===== src/rtl/spi_flash_target_if.sv =====
// ----------------------------------------------------------------------------
// spi_flash_target_if
// Bundles the SPI pins and the backing-memory read port of the SPI flash
// responder.
//   slave  modport : the flash responder (spi_flash_target)
//   master modport : the environment (SPI initiator + backing memory)
// Signals:
//   spi_clk, spi_cs_n, spi_mosi : SPI initiator to target
//   spi_miso                    : SPI target to initiator
//   mem_word_addr, mem_rstrb    : word read request to backing memory
//   mem_rdata                   : word read data, valid one clk after strobe
//   busy, bad_cmd               : status
// ----------------------------------------------------------------------------
interface spi_flash_target_if #(
   parameter int ADDR_WIDTH = 15
);
   logic                  spi_clk;
   logic                  spi_cs_n;
   logic                  spi_mosi;
   logic                  spi_miso;
   logic [ADDR_WIDTH-1:0] mem_word_addr;
   logic                  mem_rstrb;
   logic [31:0]           mem_rdata;
   logic                  busy;
   logic                  bad_cmd;

   modport slave (
      input  spi_clk,
      input  spi_cs_n,
      input  spi_mosi,
      output spi_miso,
      output mem_word_addr,
      output mem_rstrb,
      input  mem_rdata,
      output busy,
      output bad_cmd
   );

   modport master (
      output spi_clk,
      output spi_cs_n,
      output spi_mosi,
      input  spi_miso,
      input  mem_word_addr,
      input  mem_rstrb,
      output mem_rdata,
      input  busy,
      input  bad_cmd
   );
endinterface


===== src/rtl/spi_flash_target.sv =====
// ----------------------------------------------------------------------------
// spi_flash_target
// SPI NOR-flash responder (SPI mode 0) serving READ (0x03) and FAST READ
// (0x0B) out of a 32-bit word-wide backing memory. The SPI pins are
// oversampled on clk; spi_clk must stay high and low for at least
// SYNC_STAGES+2 clk each.
// Ports:
//   clk    : system clock (only clock)
//   reset  : synchronous, active-high reset
//   bus    : spi_flash_target_if.slave
//            spi_clk / spi_cs_n / spi_mosi in, spi_miso out,
//            mem_word_addr / mem_rstrb out, mem_rdata in,
//            busy (selected) and bad_cmd (unsupported opcode pulse) out
// ----------------------------------------------------------------------------
module spi_flash_target #(
   parameter int ADDR_WIDTH  = 15,
   parameter int SYNC_STAGES = 2
) (
   input  logic               clk,
   input  logic               reset,
   spi_flash_target_if.slave  bus
);

   // Byte address width: word address plus two lane bits.
   localparam int BYTE_AW = ADDR_WIDTH + 2;

   localparam logic [BYTE_AW-1:0] ADDR_ONE = {{(BYTE_AW-1){1'b0}}, 1'b1};

   localparam logic [7:0] OP_READ      = 8'h03;
   localparam logic [7:0] OP_FAST_READ = 8'h0B;

   localparam logic [2:0] ST_IDLE    = 3'd0;
   localparam logic [2:0] ST_CMD     = 3'd1;
   localparam logic [2:0] ST_ADDR    = 3'd2;
   localparam logic [2:0] ST_DUMMY   = 3'd3;
   localparam logic [2:0] ST_DATA    = 3'd4;
   localparam logic [2:0] ST_IGNORE  = 3'd5;
   localparam logic [2:0] ST_WAIT_CS = 3'd6;

   // Synchronizer chains, oldest sample in the top bit.
   logic [SYNC_STAGES-1:0] sclk_sync_r;
   logic [SYNC_STAGES-1:0] cs_sync_r;
   logic [SYNC_STAGES-1:0] mosi_sync_r;
   logic                   sclk_prev_r;

   logic                   sclk_s;
   logic                   cs_s;
   logic                   mosi_s;
   logic                   rise_s;
   logic                   fall_s;

   logic [2:0]             state_r;
   logic [4:0]             bit_cnt_r;
   logic [6:0]             cmd_r;
   logic                   dummy_r;
   logic [BYTE_AW-1:0]     addr_r;
   logic [2:0]             data_bit_r;
   logic [7:0]             miso_sh_r;
   logic                   miso_r;
   logic [31:0]            word_buf_r;
   logic                   rstrb_d_r;
   logic                   mem_rstrb_r;
   logic [ADDR_WIDTH-1:0]  mem_word_addr_r;
   logic                   busy_r;
   logic                   bad_cmd_r;

   logic [7:0]             cmd_next_s;
   logic [BYTE_AW-1:0]     addr_next_s;
   logic [BYTE_AW-1:0]     addr_inc_s;
   logic [7:0]             lane_byte_s;

   // Pin synchronizers. Deliberately not reset: the reset branch of the FSM
   // must see the live chip-select level to decide between IDLE and WAIT_CS.
   always_ff @(posedge clk) begin
      sclk_sync_r <= {sclk_sync_r[SYNC_STAGES-2:0], bus.spi_clk};
      cs_sync_r   <= {cs_sync_r[SYNC_STAGES-2:0],   bus.spi_cs_n};
      mosi_sync_r <= {mosi_sync_r[SYNC_STAGES-2:0], bus.spi_mosi};
      sclk_prev_r <= sclk_sync_r[SYNC_STAGES-1];
   end

   assign sclk_s = sclk_sync_r[SYNC_STAGES-1];
   assign cs_s   = cs_sync_r[SYNC_STAGES-1];
   assign mosi_s = mosi_sync_r[SYNC_STAGES-1];
   assign rise_s = sclk_s & ~sclk_prev_r;
   assign fall_s = ~sclk_s & sclk_prev_r;

   // Shift-register next values and the incremented byte address (wraps
   // naturally at the width of addr_r).
   assign cmd_next_s  = {cmd_r, mosi_s};
   assign addr_next_s = {addr_r[BYTE_AW-2:0], mosi_s};
   assign addr_inc_s  = addr_r + ADDR_ONE;

   // Select the byte lane addressed by the two low byte-address bits.
   always_comb begin
      lane_byte_s = 8'h00;
      case (addr_r[1:0])
         2'd0:    lane_byte_s = word_buf_r[7:0];
         2'd1:    lane_byte_s = word_buf_r[15:8];
         2'd2:    lane_byte_s = word_buf_r[23:16];
         2'd3:    lane_byte_s = word_buf_r[31:24];
         default: lane_byte_s = 8'h00;
      endcase
   end

   // Transaction FSM, address/command shifting, fetch issue and MISO shifter.
   always_ff @(posedge clk) begin
      if (reset) begin
         // With chip select still low, park in WAIT_CS so the tail of the
         // aborted transfer is not decoded as a fresh command.
         state_r         <= cs_s ? ST_IDLE : ST_WAIT_CS;
         bit_cnt_r       <= 5'd0;
         cmd_r           <= 7'd0;
         dummy_r         <= 1'b0;
         addr_r          <= {BYTE_AW{1'b0}};
         data_bit_r      <= 3'd0;
         miso_sh_r       <= 8'h00;
         miso_r          <= 1'b0;
         word_buf_r      <= 32'h0000_0000;
         rstrb_d_r       <= 1'b0;
         mem_rstrb_r     <= 1'b0;
         mem_word_addr_r <= {ADDR_WIDTH{1'b0}};
         busy_r          <= 1'b0;
         bad_cmd_r       <= 1'b0;
      end else begin
         mem_rstrb_r <= 1'b0;
         bad_cmd_r   <= 1'b0;
         busy_r      <= ~cs_s;

         // Read data arrives one clk after the strobe; capture it the clk
         // after that. An in-flight fetch of an aborted transfer lands here
         // harmlessly because the next transfer refetches before reading.
         rstrb_d_r <= mem_rstrb_r;
         if (rstrb_d_r) begin
            word_buf_r <= bus.mem_rdata;
         end else begin
            word_buf_r <= word_buf_r;
         end

         if (cs_s) begin
            // Deselect has priority over any coincident spi_clk edge.
            state_r    <= ST_IDLE;
            miso_r     <= 1'b0;
            bit_cnt_r  <= 5'd0;
            data_bit_r <= 3'd0;
         end else begin
            case (state_r)
               ST_IDLE: begin
                  bit_cnt_r <= 5'd0;
                  state_r   <= ST_CMD;
               end

               ST_CMD: begin
                  if (rise_s) begin
                     cmd_r <= cmd_next_s[6:0];
                     if (bit_cnt_r == 5'd7) begin
                        bit_cnt_r <= 5'd0;
                        case (cmd_next_s)
                           OP_READ: begin
                              dummy_r <= 1'b0;
                              state_r <= ST_ADDR;
                           end
                           OP_FAST_READ: begin
                              dummy_r <= 1'b1;
                              state_r <= ST_ADDR;
                           end
                           default: begin
                              bad_cmd_r <= 1'b1;
                              state_r   <= ST_IGNORE;
                           end
                        endcase
                     end else begin
                        bit_cnt_r <= bit_cnt_r + 5'd1;
                     end
                  end
               end

               ST_ADDR: begin
                  // Shifting 24 bits through addr_r keeps only the low
                  // BYTE_AW bits; the upper address bits fall off the top.
                  if (rise_s) begin
                     addr_r <= addr_next_s;
                     if (bit_cnt_r == 5'd23) begin
                        bit_cnt_r <= 5'd0;
                        if (dummy_r) begin
                           state_r <= ST_DUMMY;
                        end else begin
                           mem_word_addr_r <= addr_next_s[BYTE_AW-1:2];
                           mem_rstrb_r     <= 1'b1;
                           data_bit_r      <= 3'd0;
                           state_r         <= ST_DATA;
                        end
                     end else begin
                        bit_cnt_r <= bit_cnt_r + 5'd1;
                     end
                  end
               end

               ST_DUMMY: begin
                  if (rise_s) begin
                     if (bit_cnt_r == 5'd7) begin
                        bit_cnt_r       <= 5'd0;
                        mem_word_addr_r <= addr_r[BYTE_AW-1:2];
                        mem_rstrb_r     <= 1'b1;
                        data_bit_r      <= 3'd0;
                        state_r         <= ST_DATA;
                     end else begin
                        bit_cnt_r <= bit_cnt_r + 5'd1;
                     end
                  end
               end

               ST_DATA: begin
                  if (fall_s) begin
                     data_bit_r <= data_bit_r + 3'd1;
                     if (data_bit_r == 3'd0) begin
                        miso_r    <= lane_byte_s[7];
                        miso_sh_r <= {lane_byte_s[6:0], 1'b0};
                        addr_r    <= addr_inc_s;
                        // Leaving lane 3: the buffered word is exhausted, so
                        // prefetch the next one well before its first byte.
                        if (addr_r[1:0] == 2'd3) begin
                           mem_word_addr_r <= addr_inc_s[BYTE_AW-1:2];
                           mem_rstrb_r     <= 1'b1;
                        end else begin
                           mem_rstrb_r <= 1'b0;
                        end
                     end else begin
                        miso_r    <= miso_sh_r[7];
                        miso_sh_r <= {miso_sh_r[6:0], 1'b0};
                     end
                  end
               end

               ST_IGNORE, ST_WAIT_CS: begin
                  miso_r <= 1'b0;
               end

               default: begin
                  miso_r  <= 1'b0;
                  state_r <= ST_WAIT_CS;
               end
            endcase
         end
      end
   end

   assign bus.spi_miso      = miso_r;
   assign bus.mem_word_addr = mem_word_addr_r;
   assign bus.mem_rstrb     = mem_rstrb_r;
   assign bus.busy          = busy_r;
   assign bus.bad_cmd       = bad_cmd_r;

endmodule

===== src/flat_wrapper.sv =====
// flat-port wrapper written by rule: the top's interface ports become plain ports
module spi_flash_target_flat 
#(
   parameter int ADDR_WIDTH  = 15,
   parameter int SYNC_STAGES = 2
)
  (clk, reset, bus_spi_clk, bus_spi_cs_n, bus_spi_mosi, bus_spi_miso, bus_mem_word_addr, bus_mem_rstrb, bus_mem_rdata, bus_busy, bus_bad_cmd);
  spi_flash_target_if #(.ADDR_WIDTH(ADDR_WIDTH)) bus_i ();
  input  logic clk;
  input  logic reset;
  input wire logic [$bits(bus_i.spi_clk)-1:0] bus_spi_clk;
  input wire logic [$bits(bus_i.spi_cs_n)-1:0] bus_spi_cs_n;
  input wire logic [$bits(bus_i.spi_mosi)-1:0] bus_spi_mosi;
  output wire logic [$bits(bus_i.spi_miso)-1:0] bus_spi_miso;
  output wire logic [$bits(bus_i.mem_word_addr)-1:0] bus_mem_word_addr;
  output wire logic [$bits(bus_i.mem_rstrb)-1:0] bus_mem_rstrb;
  input wire logic [$bits(bus_i.mem_rdata)-1:0] bus_mem_rdata;
  output wire logic [$bits(bus_i.busy)-1:0] bus_busy;
  output wire logic [$bits(bus_i.bad_cmd)-1:0] bus_bad_cmd;
  assign bus_i.spi_clk = bus_spi_clk;
  assign bus_i.spi_cs_n = bus_spi_cs_n;
  assign bus_i.spi_mosi = bus_spi_mosi;
  assign bus_spi_miso = bus_i.spi_miso;
  assign bus_mem_word_addr = bus_i.mem_word_addr;
  assign bus_mem_rstrb = bus_i.mem_rstrb;
  assign bus_i.mem_rdata = bus_mem_rdata;
  assign bus_busy = bus_i.busy;
  assign bus_bad_cmd = bus_i.bad_cmd;
  spi_flash_target #(.ADDR_WIDTH(ADDR_WIDTH), .SYNC_STAGES(SYNC_STAGES)) u_core (.clk(clk), .reset(reset), .bus(bus_i));
endmodule

===== config.mk =====
export PLATFORM = sky130hd
export DESIGN_NAME = spi_flash_target_flat
export DESIGN_NICKNAME = d
export VERILOG_FILES = /design/src/rtl/spi_flash_target_if.sv /design/src/rtl/spi_flash_target.sv /design/src/flat_wrapper.sv
export SDC_FILE = /design/constraint.sdc
export NUM_CORES = 1
export LEC_CHECK = 0
export CORE_AREA = 2 2 105 107
export DETAILED_ROUTE_END_ITERATION = 10
export DIE_AREA = 0 0 107 109
export PLACE_DENSITY = 0.74
export REMOVE_ABC_BUFFERS = 1
export SYNTH_ARGS = -nofsm -noshare
export SYNTH_HDL_FRONTEND = slang
export SYNTH_SLANG_ARGS = --single-unit
export TNS_END_PERCENT = 50

===== constraint.sdc =====
create_clock -name clk -period 2 [get_ports clk]
set_input_delay 0.4 -clock clk [delete_from_list [all_inputs] [get_ports clk]]
set_output_delay 0.4 -clock clk [all_outputs]
set_load 0.02 [all_outputs]

=== Word level (Yosys, flattened, before mapping) ===
Index checks and enable logic that the tools add are counted.

* Register bits: 103
* Input bits: 37
* Output and inout bits: 19
* Word-level logic and storage cells: 134

* Add/sub/neg operators: 3
* Equal/unequal tests: 29
* Mux-type cells: 53
* Bitwise gates (word level): 9
* Reduce and logical (&&, ||, !) cells: 22

{| class="wikitable"
|+ Operators by type and width
! cell !! count
|-
| $mux W15 || 8
|-
| $mux W17 || 3
|-
| $mux W3 || 17
|-
| $pmux W15 S3 || 1
|-
| $pmux W17 S2 || 1
|-
| $pmux W8 S4 || 1
|-
| $ne A4 B2 Y1 const B || 6
|-
| $mux W5 || 4
|-
| $add A17 B1 Y17 const B || 1
|-
| $ne A2 B1 Y1 const B || 8
|-
| $pmux W3 S5 || 1
|-
| $pmux W5 S3 || 1
|-
| $reduce_and A7 Y1 || 2
|-
| $mux W1 || 11
|-
| $reduce_and A10 Y1 || 1
|-
| $reduce_and A5 Y1 || 2
|-
| $eq A3 B3 Y1 const B || 3
|-
| $pmux W3 S3 || 1
|-
| $reduce_and A3 Y1 || 3
|-
| $eq A8 B2 Y1 const B || 1
|-
| $eq A8 B4 Y1 const B || 1
|-
| $mux W8 || 1
|-
| $not A1 Y1 || 7
|-
| $eq A3 B2 Y1 const B || 2
|-
| 21 further kinds || 29
|}

=== Logic depth before layout (Yosys ltp) ===
* Depth in word-level cells: 8
* Gate-level depth with buffers: 10

=== Worst setup path before layout ===
No wires, ideal clock.

* Kind: reg-to-reg
* From: reg u_core.addr_r[0]
* To: reg u_core.mem_word_addr_r[8], in the netlist u_core.bus.mem_word_addr[8]
* Arrival: 1.768 ns
* Data required time: 1.867 ns
* Setup slack: 0.099 ns
* Cell stages (with the launch flop): 7
* Path buffers: 0
* Path through: dfxtp_1 -> ha_1 -> nand4_4 -> or3_1 -> a21o_1 -> a22oi_1 -> a311oi_1

* Cells in the longest elaborated chain, start to end: 5
* Elaborated cells on any way between the ends: 8

{| class="wikitable"
|+ Ends and longest elaborated chain
! what !! line !! text
|-
| from (decl) || spi_flash_target.sv:56 || <nowiki>logic [BYTE_AW-1:0] addr_r;</nowiki>
|-
| from (signal assigned) || spi_flash_target.sv:114 || <nowiki>addr_r <= {BYTE_AW{1'b0}};</nowiki>
|-
| from (signal assigned) || spi_flash_target.sv:181 || <nowiki>addr_r <= addr_next_s;</nowiki>
|-
| from (signal assigned) || spi_flash_target.sv:218 || <nowiki>addr_r <= addr_inc_s;</nowiki>
|-
| $add A17 B1 Y17 || spi_flash_target.sv:91 || <nowiki>assign addr_inc_s = addr_r + ADDR_ONE;</nowiki>
|-
| $mux W15 || spi_flash_target.sv:221 || <nowiki>if (addr_r[1:0] == 2'd3) begin</nowiki>
|-
| $mux W15 || spi_flash_target.sv:215 || <nowiki>if (data_bit_r == 3'd0) begin</nowiki>
|-
| $mux W15 || spi_flash_target.sv:213 || <nowiki>if (fall_s) begin</nowiki>
|-
| $pmux W15 S3 || spi_flash_target.sv:146 || <nowiki>case (state_r)</nowiki>
|-
| to (signal assigned) || spi_flash_target.sv:187 || <nowiki>mem_word_addr_r <= addr_next_s[BYTE_AW-1:2];</nowiki>
|-
| to (signal assigned) || spi_flash_target.sv:202 || <nowiki>mem_word_addr_r <= addr_r[BYTE_AW-1:2];</nowiki>
|-
| to (signal assigned) || spi_flash_target.sv:222 || <nowiki>mem_word_addr_r <= addr_inc_s[BYTE_AW-1:2];</nowiki>
|-
| to (decl) || spi_flash_target.sv:63 || <nowiki>logic [ADDR_WIDTH-1:0] mem_word_addr_r;</nowiki>
|}

Several ways; a longest one is shown, not always the timed one. The select of a mux whose other input is x is not followed.
A chain may end at the register's enable or synchronous reset.

=== Worst setup path in the final report ===
* From: reg u_core.state_r[2]
* To: reg u_core.cmd_r[1]

* Cells in the longest elaborated chain, start to end: 2

{| class="wikitable"
|+ Ends and longest elaborated chain
! what !! line !! text
|-
| from (decl) || spi_flash_target.sv:52 || <nowiki>logic [2:0] state_r;</nowiki>
|-
| from (signal assigned) || spi_flash_target.sv:110 || <nowiki>state_r <= cs_s ? ST_IDLE : ST_WAIT_CS;</nowiki>
|-
| $eq A3 B1 Y1 || spi_flash_target.sv:146 ||
|-
| $reduce_and A3 Y1 (no source line) || - ||
|-
| to (signal assigned) || spi_flash_target.sv:154 || <nowiki>cmd_r <= cmd_next_s[6:0];</nowiki>
|-
| to (decl) || spi_flash_target.sv:54 || <nowiki>logic [6:0] cmd_r;</nowiki>
|}

Every way passes these cells.

==> summary.txt <==
Finish
  – # diodes: 0
  – Post-synthesis to final-layout area growth: 19.2%
  – Commonest non-fill, non-tap cell in the layout: nor2_1
  – Proportion of layout cells with a drive suffix above 1: between 10 and 15%
  – Most frequent cells in the layout: nor2_1, dfxtp_1, clkdlybuf4s50_1, nand2_1, mux2i_1
  – Final nets: around 700

Synthesis
  – Sequential-to-total area share from yosys stat: between 30% and 40%
  – Yosys top cell area share: 38.1%
  – Synth async-reset ratio: 0%
  – Synth Instances: about 620
  – #FFs+latches synth: 102
  – Largest cells by area after synthesis: dfxtp_1, mux2i_1, nor2_1, a21oi_1, nand2_1
  – Most area-hungry cell type in the Yosys netlist: dfxtp_1
  – Synthesized area: between 5000 and 6000 µm²
  – Post-synth EDFFs: 3
  – Ys Warns: 0
  – Ys flop type: dfxtp_1
  – Synth cell types: 66
  – Mean area per synthesized cell: between 8 and 9 µm²

Pwr
  – Total power: roughly 3.8 mW
  – LEAKAGE: 2.13 nW
  – Power per Cell Area: about 620 nW/µm²
  – VDD IR max: about 0.00033 V

Critical path
  – Critical path, cell by cell: buf_4 -> or3b_1 -> or3_1 -> mux2i_1 -> nor2_1
  – Data required time at the worst endpoint: about 2.3 ns
  – Arr. time, crit path: approximately 2.2 ns
  – Critical path's largest stage delay: approximately 0.50 ns
  – Critical Path Sink Type: register
  – Crit path launch type: register
  – Crit Path Max Fanout: 6
  – CP Class: register to register
  – Critical-path top delay cell: or3_1

Global routing
  – Total gr overflow: 0
  – Initial antenna violation count: 0
  – Global-route wire length before repair: about 20000 µm
  – Global Route Usage Sum: 21.6%
  – Vias in the first global route: 4420
  – Pin count of the biggest net entering global routing: 45

Placement
  – Pre-CTS setup slack: between 0.06 and 0.07 ns
  – Placer Congestion: just under 0.9
  – PortBufs: 55
  – Hpwl dp: between 8000 and 9000 µm

Clock tree
  – Total clock sinks: around 100
  – Worst-skew pair later-pin latency: 0.38 ns
  – Clock tree root buffer cell: clkbuf_8
  – Num CTS Buffers: 9
  – H-Tree Depth: 3
  – # hold bufs at CTS: 0
  – Clk buf depth: 2
  – Clock-pin slew on the worst setup and hold paths: ~0.10 ns
  – CTS tree: yes

Drt
  – Via/cell ratio: 5.84
  – Met3 wire len: around 670 µm
  – DR iter-0 viols: 288
  – Routed Antenna Nets: 0
  – Via count: between 4000 and 5000
  – Met2 WL: between 6000 and 7000 µm
  – DRC Markers: 0
  – Pre-antenna DRT Iters: 5
  – Final wirelength: around 13000 µm
  – Post-Route M1 WL: 5370 µm
  – DR WL/cell: around 15 µm
  – Top Layer Used: met4

Floorplan
  – Core box area: 10600 µm²
  – Number of I/O pins: 56
  – Die Ht: 109 µm
  – Full die area: around 12000 µm²
  – Row count: 38
  – DIE WIDTH: approximately 110 µm
  – Starting Density: about half

Hold path
  – Hold/Removal Path Class: register to register

Timing
  – Final hold vios: 0
  – Max Transition Viols Final: 0
  – Fin worst setup slack: about 0.057 ns
  – Final Setup Violations: 0
  – Worst slew pin tran: ~0.52 ns
  – Minimum clock period: slightly below 2 ns
  – Crit share post-route: a little over nine tenths
  – Relative max-transition margin: about two thirds
  – Clock Skew: ~0.014 ns
  – Max Clock Freq: roughly 500 MHz
  – RSZ-0062 raised after global routing: yes

Run
  – # Max-Cap Violations: 0

Run status
  – Status: complete, no violations
==> logic make-up after synthesis <==
family | Yosys count | share of synthesized area [%]
muxes | 41 | 7.91
adders and majority gates | 7 | 1.68
DFF | 102 | 39.8
AOI/OAI and AO/OA | 153 | 20.5
xor gates and xnor gates | 4 | 0.674
and+or+nand+nor | 244 | 23.3
buffers and inverters | 70 | 6.16
==> cell usage after synthesis, types with 4 or more instances <==
master	count
nor2b_1	10
o21bai_1	4
dfxtp_1	99
a221oi_1	6
ha_1	7
nand2b_1	7
nor2_1	99
clkbuf_1	30
buf_1	6
inv_1	10
o21ai_0	27
nand2_1	49
a311oi_1	12
a31oi_1	6
buf_4	6
and2_1	4
buf_2	16
o211ai_1	6
mux2i_1	40
a221o_1	5
nand4_1	9
a21oi_1	38
a211oi_1	10
a222oi_1	9
nand3_1	12
nor3_1	12
or3_1	5
a22oi_1	5
==> state kept, by name, summed over array words and instances (netlist names), 2 cells and up <==
name and cells:
u_core.addr_r 17, u_core.bit_cnt_r 5, u_core.bus.mem_word_addr 15, u_core.cmd_r 7
u_core.cs_sync_r 2, u_core.data_bit_r 3, u_core.miso_sh_r 7, u_core.mosi_sync_r 2
u_core.sclk_sync_r 2, u_core.state_r 3, u_core.word_buf_r 32
==> final cells by class <==
| class | count | area (µm²) |
|---|---|---|
| clock inverters | 6 | 51.3 |
| flip-flops and latches | 102 | 2070 |
| multi-input cells | 449 | 2850 |
| well taps | 140 | 175 |
| fillers | 961 | 4400 |
| repair buffers | 94 | 885 |
| clock buffers | 10 | 128 |
| inverters | 10 | 37.5 |
==> stage by stage <==
| step | cell area, µm² | hold WS [ns] | utilization, % | setup TNS (ns) | std cells |
|---|---|---|---|---|---|
| after global routing | 6200 | 0.337 | 58.5 | -0.0647 | 811 |
| after floorplan | 4920 | 0.310 | - | -40.95 | 561 |
| final | 6200 | 0.335 | 58.5 | 0 | 811 |
| after global placement | 5940 | 0.311 | 56.0 | 0 | 792 |
| after detailed placement | 5940 | 0.312 | 56.0 | 0 | 792 |
| after CTS | 6120 | 0.336 | 57.7 | 0 | 808 |
==> what timing repair did <==
item / in CTS / in global routing
buffers inserted: 0 / 2
resized for setup: 0 / 11
setup endpoints to repair: 0 / 22
==> worst max-delay path, delay by kind of cell (launching register included) <==
kind	cells	cell delay [ns]
muxes	1	0.21
buffers and inverters	1	0.19
DFF	1	0.43
and+or+nand+nor	3	1.00
==> routing by layer <==
metal	vias to the layer above	track usage, %
met2	139	38.1
met5	-	0
met1	2247	26.5
met4	0	7.42
met3	17	3.89
li1	2332	-
==> report_power, final <==
part	internal, mW	switching [mW]
Combinational	0.215	0.280
Sequential	2.07	0.0306
Clock	0.476	0.762
Total	2.76	1.07
==> path summary, 6_finish.rpt <==
check	start	end	slack, ns	cells after the start
max	u_core.state_r[2]	u_core.cmd_r[1]	0.06	5
max reg2reg	u_core.state_r[2]	u_core.cmd_r[1]	0.06	5
min	u_core.mosi_sync_r[0]	u_core.mosi_sync_r[1]	0.33	0
min reg2reg	u_core.mosi_sync_r[0]	u_core.mosi_sync_r[1]	0.33	0
No activity file was read; power rests on OpenSTA's default activity.
